File: src/rtl/uart_tx_interface.sv
// rtl/uart_tx_interface.sv - byte FIFO feeding UART_TX via tx_start/tx_done handshake
// Optional trailing EOT byte (0x04) is enabled with UART_TX_IF_EOT_EN.
module uart_tx_interface #(
   parameter int DEPTH_LOG2 = 2
) (
   input  logic                  clk,
   input  logic                  rst,
   input  logic                  wr_en,
   input  logic [7:0]            data_in,
   input  logic                  eot_req,
   input  logic                  tx_done,
   output logic                  tx_start,
   output logic [7:0]            tx_data,
   output logic                  busy,
   output logic                  full,
   output logic                  empty,
   output logic [DEPTH_LOG2:0]   count,
   output logic                  overflow,
   output logic                  eot_sent
);

   localparam int DEPTH = 1 << DEPTH_LOG2;
   localparam logic [DEPTH_LOG2:0] FULL_COUNT = (DEPTH_LOG2 + 1)'(DEPTH);
   localparam logic [7:0] EOT_BYTE = 8'h04;

   typedef enum logic [1:0] {
      IDLE  = 2'd0,
      START = 2'd1,
      WAIT  = 2'd2
   } state_t;

   state_t state, state_next;

   logic [7:0]            mem [DEPTH];
   logic [DEPTH_LOG2-1:0] wr_ptr;
   logic [DEPTH_LOG2-1:0] rd_ptr;
   logic                  push;
   logic                  pop;
   logic                  load_eot;

   assign full  = (count == FULL_COUNT);
   assign empty = (count == '0);
   assign push  = wr_en && !full;

`ifdef UART_TX_IF_EOT_EN
   logic eot_pending;
   logic cur_eot;
`endif

   always_ff @(posedge clk) begin
      if (rst) begin
         state <= IDLE;
      end else begin
         state <= state_next;
      end
   end

   // Queued data always wins over a pending EOT, so late bytes precede it.
   always_comb begin
      state_next = state;
      pop        = 1'b0;
      load_eot   = 1'b0;
      tx_start   = 1'b0;
      busy       = 1'b0;
      case (state)
         IDLE: begin
            if (!empty) begin
               pop        = 1'b1;
               state_next = START;
            end
`ifdef UART_TX_IF_EOT_EN
            else if (eot_pending) begin
               load_eot   = 1'b1;
               state_next = START;
            end
`endif
         end
         START: begin
            tx_start   = 1'b1;
            state_next = WAIT;
         end
         WAIT: begin
            busy = 1'b1;
            if (tx_done) begin
               state_next = IDLE;
            end
         end
         default: state_next = IDLE;
      endcase
   end

   always_ff @(posedge clk) begin
      if (push) begin
         mem[wr_ptr] <= data_in;
      end
   end

   always_ff @(posedge clk) begin
      if (rst) begin
         wr_ptr   <= '0;
         rd_ptr   <= '0;
         count    <= '0;
         overflow <= 1'b0;
         tx_data  <= 8'h00;
      end else begin
         if (push) begin
            wr_ptr <= wr_ptr + 1'b1;
         end
         if (pop) begin
            tx_data <= mem[rd_ptr];
            rd_ptr  <= rd_ptr + 1'b1;
         end else if (load_eot) begin
            tx_data <= EOT_BYTE;
         end
         if (wr_en && full) begin
            overflow <= 1'b1;
         end
         if (push && !pop) begin
            count <= count + 1'b1;
         end else if (!push && pop) begin
            count <= count - 1'b1;
         end
      end
   end

`ifdef UART_TX_IF_EOT_EN
   always_ff @(posedge clk) begin
      if (rst) begin
         eot_pending <= 1'b0;
         cur_eot     <= 1'b0;
         eot_sent    <= 1'b0;
      end else begin
         eot_sent <= (state == WAIT) && tx_done && cur_eot;
         if (load_eot) begin
            eot_pending <= 1'b0;
         end else if (eot_req) begin
            eot_pending <= 1'b1;
         end
         if (pop) begin
            cur_eot <= 1'b0;
         end else if (load_eot) begin
            cur_eot <= 1'b1;
         end
      end
   end
`else
   logic unused_eot_req;
   assign unused_eot_req = eot_req;
   assign eot_sent       = 1'b0;
`endif

endmodule

File: config.mk
export PLATFORM = sky130hd
export DESIGN_NAME = uart_tx_interface
export DESIGN_NICKNAME = d
export VERILOG_FILES = /design/src/rtl/uart_tx_interface.sv
export SDC_FILE = /design/constraint.sdc
export NUM_CORES = 1
export LEC_CHECK = 0
export CORE_MARGIN = 5
export CORE_UTILIZATION = 57
export CTS_CLUSTER_DIAMETER = 100
export CTS_CLUSTER_SIZE = 28
export DETAILED_ROUTE_END_ITERATION = 6
export HOLD_SLACK_MARGIN = 0.08
export PLACE_DENSITY = 0.83
export SKIP_LAST_GASP = 1
export SLEW_MARGIN = 20
export SYNTH_ARGS = -nofsm -noshare
export SYNTH_HDL_FRONTEND = slang
export SYNTH_SLANG_ARGS = --single-unit
File: constraint.sdc
create_clock -name clk -period 5.15 [get_ports clk]
set_clock_uncertainty 0.15 [all_clocks]
set_input_delay 0.515 -clock clk [delete_from_list [all_inputs] [get_ports clk]]
set_output_delay 0.515 -clock clk [all_outputs]
set_load 0.03 [all_outputs]
==> run summary <==
The share of the synthesized area in the top cell type came out at 47.2%. For this design, the sink count on the clock tree is 50. The first-pass GRT wire length is 5440 µm. The number of global-route vias before repair is 1168. Among all stages on the critical path, the largest delay is contributed by sky130_fd_sc_hd__clkdlybuf4s50_1.

The critical path class is flip-flop to output pin. The part of the cycle the worst path needs is 52.5%. STA classifies the critical path endpoint as an output pin. The die span in y came out at 69.7 µm. The count of final hold-check violations came out at 0. For this design the static power due to leakage is 0.000823 µW. The floorplan core area came out at 3390 µm². The maximum net fanout on the critical path is 11. The total die area is 4860 µm². The mapped netlist covers 2030 µm². The number of ports placed on the die boundary is 30.

The flow ran to the end, and the final reports show no timing, DRC or antenna violations. From left edge to right edge, the die measures 69.7 µm. The latest clock arrival within the worst-skew pair came out at 0.35 ns. The final number of max-transition violations is 0. The worst register-to-register path ends at count[2]$_SDFFE_PP0P_. STA classifies the critical path startpoint as a flip-flop.

The post-place setup slack is 2.28 ns. After synthesis, flip-flops and latches occupy 64.9% of the total area. Summed over all layers, the routed wires come to 3300 µm. The clock-pin slew of the registers on the worst-case setup and hold paths is 0.13 ns.

Entering global routing, the biggest net connects 20 pins. The number of buffers and inverters on the critical path is 2. The global-route congestion overflow total came out at 0. The launch point of the worst reg-to-reg path is count[0]$_SDFFE_PP0P_. By area the synthesized netlist is led by sky130_fd_sc_hd__edfxtp_1 (47%), sky130_fd_sc_hd__dfxtp_1 (18%), sky130_fd_sc_hd__mux4_2 (8.9%), sky130_fd_sc_hd__a21oi_1 (3.4%), sky130_fd_sc_hd__ha_1 (3.1%). The count of routing violations after the opening detailed-route iteration came out at 93.

TritonCTS created 5 clock buffers. The peak supply drop came out at 0.237 mV. The post-synthesis net count is 162.

The final-stage net count is 187. The critical path required time came out at 4.49 ns. The congestion estimate from routability-driven global placement came to 0.796. After detailed routing, the average wire length per cell comes to 15.3 µm. The worst path meets setup with 2.44 ns of slack. The maximum achievable frequency is 370 MHz. The detailed-route via count came out at 1170.

On the worst path, the slowest cell contributes a delay of 0.69 ns. Subtracting the final worst setup slack from the clock period gives 2.71 ns. The post-route setup TNS is 0 ns. After floorplanning, the core was divided into 21 placement rows. The dominant cell type by area after synthesis is sky130_fd_sc_hd__edfxtp_1. The count of antenna diodes in the layout came out at 0. In this run the worst hold path is classified as flip-flop to flip-flop. Tracing the worst setup path back leads to its startpoint at count[0]$_SDFFE_PP0P_. The post-route netlist has 11.8% of its cells at a drive strength greater than 1. Compared with the post-synthesis result, the final layout area differs by 15.3%. TritonCTS built the clock tree.

The detailed-placement wirelength estimate came out at 2400 µm. The initial core utilization is 60.0%. Counting buffers and inverters, the worst setup path is 3 cells deep. The total DRC errors in the routed layout is 0. For this run, the total global-route usage over all layers was measured as 14.6%. The quantity of I/O buffers inserted on ports is 27.

Yosys mapped the design onto 31 distinct sky130hd cell types. Setup repair after global routing left no endpoint under its margin. After clock tree synthesis, the setup repair step added 0 buffers. For the pin with the worst max-slew slack, the measured transition is 0.640 ns. The flop-to-flop setup slack came out at 2.63 ns. Before antenna repair, the detailed router went through 4 iterations. The number of gates resized after CTS came out at 0.

The mean cell area of the mapped netlist came out at 14.2 µm². Using the TritonRoute via totals, the vias-per-cell ratio works out to 5.44. At the worst endpoint, the arrival time is 2.04 ns. The cell count of the worst reg-to-reg path is 9.

The most critical setup path has its endpoint at empty. The total number of H-tree levels came out at 2. Walking the worst path, the cells encountered are or3_4, inv_2, clkdlybuf4s50_1. The initial antenna violation count came out at 0. The number of antenna-violating nets in the routed design came out at 0. The count of maximum capacitance violations is 0.

Among cell families on the critical path, the largest total delay comes from buffers and inverters. The yosys synthesis warning count is 0. The power density relative to cell area came out at 519 nW/µm².

In this run the clock root is driven by a sky130_fd_sc_hd__clkbuf_4. Synthesis inferred 50 register bits. The final count of negative-setup-slack endpoints is 0. The hold-fix buffer count after cts came out at 0. The number of buffers on the longest clock path is 2.

Synthesis produced 143 cells. The remaining max-slew budget at the tightest pin came out at 57.2%.
routing by layer:
metal / GRT usage (%) / vias to the layer above / part of all wire (%)
li1: - / 566 / -
met1: 17.4 / 567 / 42
met2: 23.8 / 30 / 51
met3: 3.91 / 7 / 4.7
met4: 8.09 / 0 / 2.3
met5: 0 / - / 0
placed cells by master, fill, tap and decap left out, types with 2 or more instances in the layout:
master                            instances
sky130_fd_sc_hd__edfxtp_1                32
sky130_fd_sc_hd__clkdlybuf4s50_1         27
sky130_fd_sc_hd__dfxtp_1                 18
sky130_fd_sc_hd__a21oi_1                 14
sky130_fd_sc_hd__o21ai_0                 11
sky130_fd_sc_hd__nand3_1                 10
sky130_fd_sc_hd__mux4_2                   8
sky130_fd_sc_hd__nor2_1                   7
sky130_fd_sc_hd__inv_1                    5
sky130_fd_sc_hd__ha_1                     5
sky130_fd_sc_hd__clkbuf_4                 5
sky130_fd_sc_hd__and3_1                   4
sky130_fd_sc_hd__clkinv_2                 2
sky130_fd_sc_hd__nor2b_1                  2
sky130_fd_sc_hd__xor2_1                   2
sky130_fd_sc_hd__or3_1                    2
sequential cells by signal, summed over array words and instances (netlist names):
register / cells
mem: 32
tx_data: 8
count: 3
rd_ptr: 2
state: 2
wr_ptr: 2
overflow: 1
kinds of logic (layout without fill, tap and decap cells):
| family | Yosys count | after routing | share of synthesized area (%) |
|---|---|---|---|
| AO/OA/AOI/OAI | 26 | 26 | 6.40 |
| XOR/XNOR | 2 | 2 | 0.861 |
| adder cells (fa/ha/maj) | 6 | 6 | 4.06 |
| buffers and inverters | 16 | 42 | 4.80 |
| flip-flops | 50 | 50 | 64.9 |
| multiplexers | 10 | 10 | 9.90 |
| other | 1 | 1 | 0.184 |
| AND/OR/NAND/NOR | 32 | 32 | 8.86 |
worst min-delay path by stage:
| stage | to | slack [ns] | cells past startpoint | start |
|---|---|---|---|---|
| floorplan | wr_ptr[0]$_SDFFE_PP0P_ | 0.33 | 2 | wr_ptr[0]$_SDFFE_PP0P_ |
| detailed placement | tx_data[3]$_SDFFE_PP0P_ | 0.32 | 2 | tx_data[3]$_SDFFE_PP0P_ |
| global placement | overflow$_SDFFE_PP0P_ | 0.30 | 2 | overflow$_SDFFE_PP0P_ |
| finish | tx_data[3]$_SDFFE_PP0P_ | 0.34 | 2 | tx_data[3]$_SDFFE_PP0P_ |
| CTS | tx_data[3]$_SDFFE_PP0P_ | 0.34 | 2 | tx_data[3]$_SDFFE_PP0P_ |
| global route | tx_data[3]$_SDFFE_PP0P_ | 0.36 | 2 | tx_data[3]$_SDFFE_PP0P_ |
through the flow:
| stage | power, µW | area [µm²] | utilization (%) | hold slack (ns) | instances |
|---|---|---|---|---|---|
| 2_1_floorplan | 940 | 2030 | - | 0.334 | 143 |
| 3_3_place_gp | 1040 | 2290 | 67.6 | 0.301 | 207 |
| 3_5_place_dp | 1070 | 2290 | 67.6 | 0.324 | 207 |
| 4_1_cts | 1230 | 2350 | 69.2 | 0.342 | 215 |
| 5_1_grt | 1300 | 2350 | 69.2 | 0.357 | 215 |
| 6_report | 1220 | 2350 | 69.2 | 0.339 | 215 |
where the power goes:
part	leakage [µW]	internal, µW	total [µW]	switching (µW)
sequential	0.000441	497	561	64.2
combinational	0.000353	223	491	268
clock	0.0000286	51.0	165	114
total	0.000823	771	1220	446
tightest hold or removal path, cell delays in order (launching register included):
cell	delay, ns
sky130_fd_sc_hd__dfxtp_1	0.33
sky130_fd_sc_hd__o21ai_0	0.06
sky130_fd_sc_hd__a21oi_1	0.06
final cells by class:
class | count | area [µm²]
Clock inverter | 3 | 16.3
Inverter | 7 | 27.5
Multi-Input combinational cell | 77 | 616
Timing Repair Buffer | 27 | 270
Clock buffer | 5 | 37.5
Sequential cell | 50 | 1320
Fill cell | 231 | 1040
Tap cell | 46 | 57.6
synth_stat cells:
library cell,instances
sky130_fd_sc_hd__and3_1,4
sky130_fd_sc_hd__or3_1,2
sky130_fd_sc_hd__nor2_1,7
sky130_fd_sc_hd__edfxtp_1,32
sky130_fd_sc_hd__nor2_2,1
sky130_fd_sc_hd__xor2_1,2
sky130_fd_sc_hd__fa_1,1
sky130_fd_sc_hd__buf_4,1
sky130_fd_sc_hd__dfxtp_1,18
sky130_fd_sc_hd__clkinv_2,1
sky130_fd_sc_hd__mux2_1,1
sky130_fd_sc_hd__buf_2,2
sky130_fd_sc_hd__nand3_2,1
sky130_fd_sc_hd__and2b_1,1
sky130_fd_sc_hd__nand2_1,1
sky130_fd_sc_hd__o21ai_0,11
sky130_fd_sc_hd__a21oi_1,14
sky130_fd_sc_hd__mux2i_1,1
sky130_fd_sc_hd__mux4_2,8
sky130_fd_sc_hd__inv_1,5
sky130_fd_sc_hd__inv_2,1
sky130_fd_sc_hd__conb_1,1
sky130_fd_sc_hd__or3b_1,1
sky130_fd_sc_hd__nand3_1,10
sky130_fd_sc_hd__or3_4,1
sky130_fd_sc_hd__o21ai_1,1
sky130_fd_sc_hd__ha_1,5
sky130_fd_sc_hd__or2_1,1
sky130_fd_sc_hd__nor2b_1,2
sky130_fd_sc_hd__clkbuf_1,2
sky130_fd_sc_hd__buf_6,4
Power figures use the tool's default switching activity.
==> variant 1, RTL diff (same settings) <==
`DEPTH_LOG2`: 2 -> 4.
--- a/src/rtl/uart_tx_interface.sv
+++ b/src/rtl/uart_tx_interface.sv
@@ -1,7 +1,7 @@
 // rtl/uart_tx_interface.sv - byte FIFO feeding UART_TX via tx_start/tx_done handshake
 // Optional trailing EOT byte (0x04) is enabled with UART_TX_IF_EOT_EN.
 module uart_tx_interface #(
-   parameter int DEPTH_LOG2 = 2
+   parameter int DEPTH_LOG2 = 4
 ) (
    input  logic                  clk,
    input  logic                  rst,
Ports: changed (resized count); port bits go from 30 to 32. The function was not compared with the original's and may differ.
==> variant 1 against the original RTL <==
Wire length grew to 3.8 times the old value; global-route usage increased by 6.3 points; cell area grew to 3.0 times the old value; hold slack got worse by 0.012 ns; largest cell class unchanged; sequential cell count rose by 102; highest routed layer unchanged; power rose to 3.1 times the old value; synthesized area grew to 3.0 times the old value; setup slack worse by 0.42 ns.
==> variant 1: results (changes against the original RTL) <==
| Metric | Value |
|---|---|
| 1st-iter DRT viols | 408 (+340%) |
| Worst Hold End | overflow |
| Routed len/inst | 22.3 um (+45%) |
| CP max-delay cell | nor4_2 |
| Clock buf/inv share | 9.13% (+6.8 points) |
| Largest net degree at the start of global routing | 34 (+70%) |
| Skew-Pair Late Insertion Delay | 0.53 ns (+0.18 ns) |
| Hpwl dp | 7.61 mm (+220%) |
| Clock root buffer | clkbuf_8 |
| Inverter count | 9 (+2) |
| Multi-input gates | 201 (+160%) |
| Worst Tran Pin Value | 1.03 ns (+0.390 ns) |
| Net Count, Synth | 407 (+150%) |
| Sequential group power | 1.51 mW (+170%) |
| Minimum hold slack | 0.326 ns (-0.0124 ns) |
| Largest cells by area after synthesis | edfxtp_1 (63%), dfxtp_1 (7.9%), mux2i_1 (7.7%), mux4_2 (3.7%), nor2_1 (2.8%) |
| Placed Cells | 533 (+160%) |
| Gate Count Post-Synth | 383 (+170%) |
| Layout cells sized above 1 | 13.1% (+1.2 points) |
| Global-route wire length before repair | 19.3 mm (+250%) |
| FF+latch count, synth | 152 (+200%) |
| Non-CTS buffers | 35 (+30%) |
| Status | finished clean |
| Clk_buf instances | 18 (+13) |
| Reg2Reg Capture Point | count[4] |
| Vias | 3399 (+190%) |
| CP top delay family | multiplexers |
| R2R cell count | 11 (+2) |
| Maximum net fanout on the critical path | 21 (+10) |
| Synth top cells by count | edfxtp_1 (128), mux2i_1 (47), nor2_1 (45) |
| Crit path DAT | 3.39 ns (+1.35 ns) |
| GPL Wtd Cong | 0.832 (+4.5%) |
| Multi-input combinational area share | 22.7% (-3.5 points) |
| Largest regs | mem x128, tx_data x8, count x5 |
| Register clock-pin slew on the reported worst setup and hold paths | 0.07 ns (-0.06 ns) |
| Total iterations of the first detailed-routing run | 5 (+1) |
| P_sw | 1.11 mW (+150%) |
| Sequential cell area | 0.00433 mm2 (+230%) |
| Comb group | 0.885 mW (+80%) |
| CTS buffer count | 17 (+12) |
| Sequential Power Share | 40.3% (-5.8 points) |
-- variant 1: cell types whose count changed after synthesis, sizes merged, moves of 5 or more --
cell,change
a211oi,+7
nor2,+37
dfxtp,+6
edfxtp,+96
buf,+8
o22ai,+22
xor2,+5
mux2i,+46
o21ai,-12
a21oi,-7
nand2,+7
a2111oi,+6
ha,+5
nand3,-9
-- variant 1: per-layer routing --
metal	GRT usage [%]	part of all wire (%)	wire [um]
met1	26.0	39	4880
met2	35.7	51	6480
met3	5.25	8.0	1010
met4	7.61	1.7	215
met5	0	0	0
-- variant 1: logic make-up (layout without fill, tap and decap cells) --
family / count (synthesis) / after routing / synth area share, %
buf+inv: 30 / 76 / 2.58
simple gates: 74 / 74 / 5.58
compound gates: 48 / 48 / 5.62
other cells: 1 / 1 / 0.0615
fa+ha+maj: 11 / 11 / 2.38
flops: 152 / 152 / 70.9
mux: 58 / 58 / 11.6
xor+xnor: 9 / 9 / 1.29
==> variant 2, RTL diff (same settings) <==
Without the edit above. Re-encode `state_t` (3 states) as one-hot, 3 bits wide.
--- a/src/rtl/uart_tx_interface.sv
+++ b/src/rtl/uart_tx_interface.sv
@@ -23,10 +23,10 @@
    localparam logic [DEPTH_LOG2:0] FULL_COUNT = (DEPTH_LOG2 + 1)'(DEPTH);
    localparam logic [7:0] EOT_BYTE = 8'h04;
 
-   typedef enum logic [1:0] {
-      IDLE  = 2'd0,
-      START = 2'd1,
-      WAIT  = 2'd2
+   typedef enum logic [2:0] {
+      IDLE  = 3'b001,
+      START = 3'b010,
+      WAIT  = 3'b100
    } state_t;
 
    state_t state, state_next;
Formal check against the unedited RTL: no difference found for any inputs over 10 cycles, from zero or initial values and one cycle with rst high; not proved beyond that.
==> variant 2 against the original RTL <==
Wire length increased by 2.2%; count of clock-buffer cells in the layout increased by 3; setup slack got worse by 0.21 ns; final cell count increased by 2.8%; sequential power increased by 2%; cell area increased by 2.1%; synthesized area increased by 1.2%; power increased by 0.91%; sequential cell count increased by 1.
==> variant 2: results (changes against the original RTL) <==
| Metric | Value |
|---|---|
| Cts repair resizes | 0 (unchanged) |
| Vias | 1234 (+5.5%) |
| Synth top cells by count | edfxtp_1 (32), dfxtp_1 (19), a21oi_1 (15) |
| CP max-delay cell | clkdlybuf4s50_1 |
| Ys Warns | 0 (unchanged) |
| CP top delay family | buffers and inverters |
| Net Count, Synth | 168 (+3.7%) |
| Port bufs | 27 (unchanged) |
| VDD IR-drop max | 0.243 mV (+2.8%) |
| Crit path DAT | 2.25 ns (+0.21 ns) |
| Post-Place Setup Slack | 2.33 ns (+0.0562 ns) |
| Register clock-pin slew on the reported worst setup and hold paths | 0.13 ns (about the same) |
| Largest regs | mem x32, tx_data x8 |
| 1st-iter DRT viols | 91 (-2.2%) |
| CTS max path bufs | 2 (unchanged) |
| Total iterations of the first detailed-routing run | 4 (unchanged) |
| Worst hold path type | reg2reg |
| Nets | 193 (+3.2%) |
| Skew-Pair Late Insertion Delay | 0.35 ns (about the same) |
| CTS buffer count | 5 (unchanged) |
| Main flop type after synthesis | edfxtp_1 |
| Setup bufs post-CTS | 0 (unchanged) |
| Largest cells by area after synthesis | edfxtp_1 (47%), dfxtp_1 (18%), mux4_2 (8.7%), a21oi_1 (3.6%), o21ai_0 (3.2%) |
| CP max stage delay | 0.72 ns (+0.03 ns) |
| Hpwl dp | 2.47 mm (+2.9%) |
| Sequential area share after synthesis | 65.1% (+0.18 points) |
| GPL Wtd Cong | 0.684 (-14%) |
| Global-route wire length before repair | 5.51 mm (+1.1%) |
| Antenna cells | 0 (unchanged) |
| Status | finished clean |
| Fraction of registers with async set/reset | 0% (unchanged) |
| Number of synthesized flops with an enable pin | 32 (unchanged) |
| Worst Tran Pin Value | 0.732 ns (+0.0925 ns) |
| GRT Total Usage | 14.6% (+0.026 points) |
| Routed len/inst | 15.2 um (-0.62%) |
| Layout cells sized above 1 | 9.14% (-2.7 points) |
| H-tree depth | 2 (unchanged) |
| Leak pwr | 0.849 nW (+3.1%) |
| Maximum net fanout on the critical path | 12 (+1) |
| Distinct cells, synth | 32 (+3.2%) |
| Largest net degree at the start of global routing | 21 (+5.0%) |
| Initial antenna violation count | 0 (unchanged) |
| # fillers | 263 (+14%) |
| Clock root buffer | clkbuf_4 |
| P_sw | 0.446 mW (-0.13%) |
## variant 2: through the flow
stage          util, %  std cells  total power, mW  hold slack (ns)  instance area [um2]
2_1_floorplan        -        149            0.927            0.334                 2060
3_3_place_gp      68.7        213             1.06            0.306                 2350
3_5_place_dp      68.7        213             1.08            0.321                 2350
4_1_cts           70.1        221             1.24            0.339                 2390
5_1_grt           70.1        221             1.31            0.363                 2390
6_report          70.1        221             1.23            0.338                 2390
## variant 2: routing by layer
metal	up-vias	routed length (um)	GRT usage, %
met5	-	0	0
met4	0	47	5.11
met3	5	162	5.74
met2	32	1740	24.8
met1	600	1420	16.8
li1	597	-	-
## variant 2: worst register-to-register path, delay by kind of cell, from the launching register on
kind | cells | cell delay [ns]
adder cells (fa/ha/maj) | 2 | 0.57
AND/OR/NAND/NOR | 3 | 0.98
XOR/XNOR | 1 | 0.16
flip-flops | 1 | 0.39
buffers and inverters | 1 | 0.06
AO/OA/AOI/OAI | 1 | 0.15
## variant 2: cell type report
class / count / area (um2) / share of cell area (%)
Timing Repair Buffer: 27 / 270 / 11.3
Tap cell: 46 / 57.6 / 2.40
Inverter: 7 / 26.3 / 1.10
Clock buffer: 8 / 48.8 / 2.04
Multi-Input combinational cell: 82 / 651 / 27.2
Sequential cell: 51 / 1340 / 56.0
## variant 2: final timing paths
kind | startpoint | end | slack [ns] | cells after the start
max | count[0] | empty | 2.23 | 3
min | tx_data[0] | tx_data[0] | 0.34 | 2
max reg2reg | count[0] | count[2] | 2.62 | 8
min reg2reg | tx_data[0] | tx_data[0] | 0.34 | 2
## variant 2: power by group through the flow
stage	clock, mW	sequential, mW	combinational (mW)
2_1_floorplan	0	0.623	0.304
3_3_place_gp	0	0.579	0.479
3_5_place_dp	0	0.587	0.492
4_1_cts	0.172	0.576	0.494
5_1_grt	0.190	0.588	0.534
6_report	0.165	0.574	0.491
## variant 2: cells by family after synthesis
| family | count (synthesis) | synth area share [%] |
|---|---|---|
| AOI/OAI and AO/OA | 29 | 7.05 |
| buffers and inverters | 16 | 3.28 |
| adders and majority gates | 6 | 4.01 |
| xor gates and xnor gates | 2 | 0.851 |
| DFF | 51 | 65.1 |
| and+or+nand+nor | 34 | 9.72 |
| other | 1 | 0.182 |
| muxes | 10 | 9.78 |
